$ cat config.mk
export PLATFORM = sky130hd
export DESIGN_NAME = bus_arbiter
export DESIGN_NICKNAME = d
export VERILOG_FILES = /design/src/rtl/minx_pkg.sv /design/src/rtl/rr_picker.sv /design/src/rtl/bus_arbiter.sv
export SDC_FILE = /design/constraint.sdc
export NUM_CORES = 1
export LEC_CHECK = 0
export ABC_CLOCK_PERIOD_IN_PS = 1200
export BUFFER_PORTS_ARGS = -buffer_cell sky130_fd_sc_hd__buf_2
export CORE_UTILIZATION = 32
export CTS_CLUSTER_SIZE = 12
export DETAILED_ROUTE_END_ITERATION = 8
export PLACE_DENSITY = 0.94
export SETUP_SLACK_MARGIN = 0.3
export SLEW_MARGIN = 15
export SYNTH_ARGS = -nofsm -noshare
export SYNTH_HDL_FRONTEND = slang
export SYNTH_HIERARCHICAL = 1
export SYNTH_SLANG_ARGS = --single-unit
$ cat constraint.sdc
create_clock -name clk -period 1.2 [get_ports clk]
set_input_delay 0.18 -clock clk [delete_from_list [all_inputs] [get_ports clk]]
set_output_delay 0.18 -clock clk [all_outputs]
set_load 0.005 [all_outputs]
$ cat src/rtl/minx_pkg.sv
// Shared types and constants for the system bus arbiter and its round-robin picker.
package minx_pkg;

    // Arbiter control states.
    typedef enum logic [1:0] {
        IDLE    = 2'd0,
        REQ_CPU = 2'd1,
        GRANT   = 2'd2,
        GAP     = 2'd3
    } arb_state_e;

    // System bus field widths.
    localparam int ADDR_W   = 24;
    localparam int DATA_W   = 8;
    localparam int STATUS_W = 2;

    // Bus command encodings carried on the *_bus_status lines.
    localparam logic [STATUS_W-1:0] BUS_CMD_IDLE  = 2'b00;
    localparam logic [STATUS_W-1:0] BUS_CMD_READ  = 2'b01;
    localparam logic [STATUS_W-1:0] BUS_CMD_WRITE = 2'b10;
    localparam logic [STATUS_W-1:0] BUS_CMD_IACK  = 2'b11;

    // Width of the owner field: 0 is the CPU, k+1 is master k.
    function automatic int owner_width(input int num_masters);
        return (num_masters + 1 > 1) ? $clog2(num_masters + 1) : 1;
    endfunction

    // Width needed to hold a master index; never narrower than one bit.
    function automatic int index_width(input int num_masters);
        return (num_masters > 1) ? $clog2(num_masters) : 1;
    endfunction

endpackage

$ cat src/rtl/rr_picker.sv
// Round-robin picker: one-hot winner among the requesters, searching from the
// master after the last winner and wrapping around.
module rr_picker
    import minx_pkg::*;
#(
    parameter int  NUM_MASTERS = 2,
    localparam int IDX_W       = index_width(NUM_MASTERS)
) (
    input  logic [NUM_MASTERS-1:0] req,
    input  logic [IDX_W-1:0]       last_winner,
    output logic [NUM_MASTERS-1:0] winner,
    output logic                   valid
);

    logic [IDX_W-1:0] cand;

    // Walk offsets 1..NUM_MASTERS so the last winner is considered last.
    always_comb begin
        winner = '0;
        valid  = 1'b0;
        cand   = '0;
        for (int i = 1; i <= NUM_MASTERS; i++) begin
            cand = IDX_W'((int'(last_winner) + i) % NUM_MASTERS);
            if (!valid && req[cand]) begin
                winner[cand] = 1'b1;
                valid        = 1'b1;
            end
        end
    end

endmodule

$ cat src/rtl/bus_arbiter.sv
// System bus arbiter: obtains the bus from the CPU on behalf of DMA-style
// masters, hands it out round-robin, and muxes the owner onto the system bus.
module bus_arbiter
    import minx_pkg::*;
#(
    parameter int  NUM_MASTERS = 2,
    localparam int OWNER_W     = owner_width(NUM_MASTERS),
    localparam int IDX_W       = index_width(NUM_MASTERS)
) (
    input  logic                                 clk,
    input  logic                                 reset,
    input  logic [NUM_MASTERS-1:0]               m_req,
    output logic [NUM_MASTERS-1:0]               m_gnt,
    input  logic [NUM_MASTERS-1:0][ADDR_W-1:0]   m_address,
    input  logic [NUM_MASTERS-1:0][DATA_W-1:0]   m_data,
    input  logic [NUM_MASTERS-1:0]               m_write,
    input  logic [NUM_MASTERS-1:0]               m_read,
    input  logic [NUM_MASTERS-1:0][STATUS_W-1:0] m_bus_status,
    input  logic [ADDR_W-1:0]                    cpu_address,
    input  logic [DATA_W-1:0]                    cpu_data,
    input  logic                                 cpu_write,
    input  logic                                 cpu_read,
    input  logic [STATUS_W-1:0]                  cpu_bus_status,
    output logic                                 cpu_bus_request,
    input  logic                                 cpu_bus_ack,
    output logic [ADDR_W-1:0]                    bus_address,
    output logic [DATA_W-1:0]                    bus_data,
    output logic                                 bus_write,
    output logic                                 bus_read,
    output logic [STATUS_W-1:0]                  bus_status,
    output logic [OWNER_W-1:0]                   owner,
    output logic                                 ack_lost
);

    arb_state_e             state_q, state_d;
    logic [NUM_MASTERS-1:0] gnt_q, gnt_d;
    logic [OWNER_W-1:0]     owner_q, owner_d;
    logic [IDX_W-1:0]       last_winner_q, last_winner_d;
    logic                   cpu_req_q, cpu_req_d;
    logic                   ack_lost_q, ack_lost_d;

    logic [NUM_MASTERS-1:0] pick_onehot;
    logic                   pick_valid;
    logic [IDX_W-1:0]       pick_idx;
    logic [IDX_W-1:0]       sel_idx;

    rr_picker #(
        .NUM_MASTERS (NUM_MASTERS)
    ) u_rr_picker (
        .req         (m_req),
        .last_winner (last_winner_q),
        .winner      (pick_onehot),
        .valid       (pick_valid)
    );

    // Convert the picker's one-hot winner into a master index.
    always_comb begin
        pick_idx = '0;
        for (int i = 0; i < NUM_MASTERS; i++) begin
            if (pick_onehot[i]) begin
                pick_idx = IDX_W'(i);
            end
        end
    end

    // Next-state and registered-output logic; grants are only latched when the
    // CPU acknowledges, so a request dropped before that leaves no trace.
    always_comb begin
        state_d       = state_q;
        gnt_d         = gnt_q;
        owner_d       = owner_q;
        last_winner_d = last_winner_q;
        ack_lost_d    = ack_lost_q;
        case (state_q)
            IDLE: begin
                if (|m_req) begin
                    state_d = REQ_CPU;
                end
            end
            REQ_CPU: begin
                if (!(|m_req)) begin
                    state_d = IDLE;
                end else if (cpu_bus_ack && pick_valid) begin
                    state_d       = GRANT;
                    gnt_d         = pick_onehot;
                    owner_d       = OWNER_W'(pick_idx) + OWNER_W'(1);
                    last_winner_d = pick_idx;
                end
            end
            GRANT: begin
                if (!cpu_bus_ack) begin
                    // CPU took the bus back under a master: abandon and flag it.
                    state_d    = IDLE;
                    gnt_d      = '0;
                    owner_d    = '0;
                    ack_lost_d = 1'b1;
                end else if (!(|(m_req & gnt_q))) begin
                    state_d = GAP;
                    gnt_d   = '0;
                    owner_d = '0;
                end
            end
            GAP: begin
                if (cpu_bus_ack && pick_valid) begin
                    state_d       = GRANT;
                    gnt_d         = pick_onehot;
                    owner_d       = OWNER_W'(pick_idx) + OWNER_W'(1);
                    last_winner_d = pick_idx;
                end else begin
                    state_d = IDLE;
                    gnt_d   = '0;
                    owner_d = '0;
                end
            end
            default: begin
                state_d = IDLE;
                gnt_d   = '0;
                owner_d = '0;
            end
        endcase
        // The CPU is asked to stay off the bus in every state but IDLE.
        cpu_req_d = (state_d != IDLE);
    end

    // State and output registers with synchronous active-low reset.
    always_ff @(posedge clk) begin
        if (!reset) begin
            state_q       <= IDLE;
            gnt_q         <= '0;
            owner_q       <= '0;
            last_winner_q <= IDX_W'(NUM_MASTERS - 1);
            cpu_req_q     <= 1'b0;
            ack_lost_q    <= 1'b0;
        end else begin
            state_q       <= state_d;
            gnt_q         <= gnt_d;
            owner_q       <= owner_d;
            last_winner_q <= last_winner_d;
            cpu_req_q     <= cpu_req_d;
            ack_lost_q    <= ack_lost_d;
        end
    end

    assign sel_idx = IDX_W'(owner_q - OWNER_W'(1));

    // System bus mux driven from the registered owner; GAP keeps the CPU's
    // address/data/status but suppresses strobes for one quiet cycle.
    always_comb begin
        bus_address = cpu_address;
        bus_data    = cpu_data;
        bus_write   = cpu_write;
        bus_read    = cpu_read;
        bus_status  = cpu_bus_status;
        if (owner_q != '0) begin
            bus_address = m_address[sel_idx];
            bus_data    = m_data[sel_idx];
            bus_write   = m_write[sel_idx];
            bus_read    = m_read[sel_idx];
            bus_status  = m_bus_status[sel_idx];
        end else if (state_q == GAP) begin
            bus_write = 1'b0;
            bus_read  = 1'b0;
        end
    end

    assign m_gnt           = gnt_q;
    assign owner           = owner_q;
    assign cpu_bus_request = cpu_req_q;
    assign ack_lost        = ack_lost_q;

endmodule

==> results by stage <==
Status:
- The checks that failed: negative setup slack.
- The run finished, with violations left.

Final layout:
- The area used by multi-input combinational logic is 972 um2.
- Summing all flip-flop and latch instances after layout gives 174 um2.
- The share of cells above drive strength 1 is 58.9%.
- The final-stage net count is 450.
- The finished layout holds approximately 380 standard cells, fillers aside.
- The synthesis-to-finish area growth is 102%.
- The fill cell total of the finished layout is roughly 300.
- The final core utilization is 69.3%.
- The number of diodes added for antenna fixing is 0.
- The cell area after layout is between 2000 and 2500 um2.

Drt:
- Summing over every cut layer, the via total after detailed routing is 1848.
- The routed wire length is approximately 5200 um.
- The routed length per instance is 13.6 um.
- The detailed-routing iteration count for the pre-antenna-repair pass is 4.
- In this run the remaining antenna-violating nets after routing total 0.
- The mean number of vias per cell is 4.84.
- In the routed design, unresolved DRC markers number 0.
- The starting DRC count in detailed routing is 64.

Global route:
- The initial antenna violation count is 1.
- In the global route stage, overall resource usage came out at 24.7%.
- The aggregate global routing overflow is 0.
- The maximum number of pins on one net before global-route repair is 33.
- The via count of the first global-routing pass is 1734.
- The global-route wire length before repair is 7810 um.

Die:
- The initialized floorplan defines 21 standard-cell rows.
- The die width is approximately 63 um.
- The floorplan step defined a die boundary enclosing 3930 um2.
- The y dimension of the die is 62.7 um.
- For this design the top-level I/O count stands at about 160.
- In this run the standard cell core region covers approximately 3400 um2.
- Once the floorplan was initialized, standard cells occupied 34.3% of the core.

Placement:
- Detailed placement ended at an HPWL of ~3900 um.
- Once placement finished, the instance area stood at between 2000 and 2500 um2.
- OpenSTA, run right after detailed placement, puts the worst setup slack at -54.9 ps.
- The number of port buffers is 154.
- The global placement routability congestion is 0.801.
- The cell total after placement is approximately 370.

Clock network:
- The number of clock buffers inserted by TritonCTS is 3.
- The number of buffers added to fix hold violations after cts is 0.
- The clock net sink count is 8.
- The largest buffer count on any clock path is 2.
- TritonCTS built the clock tree.
- The depth of the CTS H-tree is 1.
- In this run the clock root is driven by a sky130_fd_sc_hd__clkbuf_8.
- The clock reaches the later pin of the worst-skew pair after 230 ps.
- After clock tree synthesis, the clock-pin slew on the worst setup and hold paths is around 40 ps.

Timing:
- The number of max-slew violations in the final report is 0.
- The hold violation count in the final report was 0.
- At the pin with the least slew margin, the transition time is about 220 ps.
- Setup violations remaining at the end of the flow were counted as around 40.
- Of the available clock period, the critical path in the final layout requires 122%.
- On the final layout, the worst hold slack is 255 ps.
- The time the worst path needs with I/O delays and setup is 1470 ps.
- The final worst-path setup slack is -268 ps.
- Setup repair after global routing could not meet its margin everywhere.
- Static timing analysis puts the maximum clock frequency at 681 MHz.
- The worst pin sits at a relative slew slack of 85.6%.
- The worst clock skew on the final layout is 2.27 ps.

Synthesis:
- The cell area after synthesis is 1180 um2.
- sky130_fd_sc_hd__mux2i_1 takes more of the synthesized area than any other cell.
- Among all flip-flop cells after synthesis, the most frequent one is sky130_fd_sc_hd__dfxtp_1.
- The count of state elements after synthesis is 8.
- The post-synth net total is around 280.
- Yosys attributes the largest share of cell area to sky130_fd_sc_hd__mux2i_1 (31%), sky130_fd_sc_hd__nand2_1 (14%), sky130_fd_sc_hd__dfxtp_1 (14%).
- In the synthesized netlist the async set-or-reset flop fraction comes to 0%.
- For this run, the register share of the synthesized area comes to 13.6%.
- Synthesis produced a netlist whose cell count is 170.
- A synthesized cell averages about 6.9 um2.
- The share of Yosys cell area claimed by the top area cell type is a little under a third.
- During synthesis, Yosys emitted a total of 6 warnings.
- The distinct cell type count after synthesis is 32.
- The number of enable flip-flop cells after synthesis is 0.

Worst hold path:
- The type of the most critical hold path is in -> reg.
- The startpoint identified for the worst hold timing path is reset.
- The worst hold path terminates at ack_lost.
- Counting instances, the worst hold path has a depth of 2.

Worst setup path:
- In this run the worst path has a maximum fanout of 5.
- STA puts the critical path data required time at between 1000 and 1500 ps.
- In this run the critical register-to-register path is launched from m_gnt[1].
- Data on the critical path arrives at its endpoint at 1290 ps.
- The worst register-to-register path ends at last_winner_q.
- The register-to-register setup slack is -80 ps.
- The kind of end point of the critical path is a primary output.
- The type of element launching the critical path is a register.
- The depth of the most critical reg-to-reg path is 6.
- The kind of critical path is reg -> out.

Power and ir drop:
- The sequential share of power is 19.9%.
- Internal power comes to 1.01 mW.
- Net switching is between 30 and 40% of the power.
- The proportion of power drawn by the clock network is between 20% and 30%.
- The power per cell area is 640 nW/um2.
- Combinational logic is responsible for 57.2% of the overall power.
- The leakage power is around 1.1 nW.
- The maximum vdd ir drop is roughly 950 uV.
- The net switching power is 0.512 mW.

Run:
- The count of max-cap constraint violations is 0.
worst max-delay path by stage:
stage / start / depth (start not counted) / end
after global placement: m_gnt[1] / 4 / bus_address[18]
after floorplan: m_gnt[1] / 4 / bus_address[10]
final: m_gnt[1] / 5 / bus_address[5]
after CTS: m_gnt[1] / 5 / bus_address[6]
after global routing: m_gnt[1] / 5 / bus_address[8]
after detailed placement: m_req[1] / 6 / last_winner_q
cells in the mapped netlist, types with 2 or more instances:
cell / instances
sky130_fd_sc_hd__nand2_1: 44
sky130_fd_sc_hd__mux2i_1: 37
sky130_fd_sc_hd__o21ai_1: 21
sky130_fd_sc_hd__o21ai_0: 15
sky130_fd_sc_hd__dfxtp_1: 8
sky130_fd_sc_hd__clkbuf_1: 7
sky130_fd_sc_hd__nor2_1: 4
sky130_fd_sc_hd__buf_2: 3
sky130_fd_sc_hd__buf_6: 3
sky130_fd_sc_hd__a21boi_1: 2
sky130_fd_sc_hd__a221o_1: 2
sky130_fd_sc_hd__buf_4: 2
sky130_fd_sc_hd__inv_1: 2
sky130_fd_sc_hd__nor2b_1: 2
timing repair:
action / CTS / global route
endpoints found under the setup margin: 48 / 47
gates cloned: 3 / 2
setup buffers: 6 / 2
resized for setup: 11 / 15
pin swaps: 1 / 2
through the flow:
| step | TNS (ps) | total power [mW] |
|---|---|---|
| finish | -7500 | 1.53 |
| global placement | -22.4 | 1.03 |
| CTS | -6930 | 1.49 |
| global route | -10130 | 1.63 |
| detailed placement | -98.7 | 1.05 |
| floorplan | 0 | 0.665 |
placed cells by master, fill, tap and decap left out, types with 2 or more instances in the layout:
master / count
sky130_fd_sc_hd__dfxtp_2: 2
sky130_fd_sc_hd__buf_16: 3
sky130_fd_sc_hd__o21ai_1: 35
sky130_fd_sc_hd__inv_1: 2
sky130_fd_sc_hd__clkbuf_8: 3
sky130_fd_sc_hd__a21boi_1: 3
sky130_fd_sc_hd__o21ai_2: 2
sky130_fd_sc_hd__nor2_1: 4
sky130_fd_sc_hd__nand2_1: 42
sky130_fd_sc_hd__buf_12: 6
sky130_fd_sc_hd__nor2b_1: 2
sky130_fd_sc_hd__buf_2: 154
sky130_fd_sc_hd__nand2_2: 3
sky130_fd_sc_hd__a221o_1: 2
sky130_fd_sc_hd__clkbuf_16: 2
sky130_fd_sc_hd__dfxtp_4: 3
sky130_fd_sc_hd__buf_6: 4
sky130_fd_sc_hd__dfxtp_1: 3
sky130_fd_sc_hd__buf_4: 8
sky130_fd_sc_hd__mux2i_1: 35
power groups by stage:
stage | logic, mW | clock network (mW) | registers (mW)
floorplan | 0.362 | 0 | 0.303
global placement | 0.722 | 0 | 0.313
detailed placement | 0.737 | 0 | 0.314
CTS | 0.838 | 0.351 | 0.302
global route | 0.949 | 0.375 | 0.306
finish | 0.874 | 0.349 | 0.304
worst max-delay path: stages, from the launching register on:
cell	delay [ps]
sky130_fd_sc_hd__dfxtp_4	380
sky130_fd_sc_hd__buf_4	150
sky130_fd_sc_hd__clkbuf_16	150
sky130_fd_sc_hd__mux2i_1	180
sky130_fd_sc_hd__o21ai_1	70
sky130_fd_sc_hd__buf_2	120
kinds of logic after synthesis:
family	Yosys count	share of synthesized area (%)
DFF	8	13.6
and+or+nand+nor	58	21.2
buffers and inverters	17	8.27
AOI/OAI and AO/OA	50	25.6
muxes	37	31.4
registers in the layout (all words and copies together) (netlist names):
register and flops:
state_q 2, cpu_bus_request 1, ack_lost 1, m_gnt 2, owner 1, last_winner_q 1
final cells by class:
cell class	count	share of cell area, %
Timing Repair Buffer	177	47.3
Multi-Input combinational cell	145	40.8
Sequential cell	8	7.29
Tap cell	46	2.41
Clock buffer	4	1.89
Inverter	2	0.315
routing by layer:
metal  up-vias  GRT usage, %  wire (um)
met5         -             0          0
met4         0          6.98         85
met3         8          6.39        448
met2        91          46.7       2690
met1       817          26.5       1980
li1        932             -          -
No activity file was read; power rests on OpenSTA's default activity.
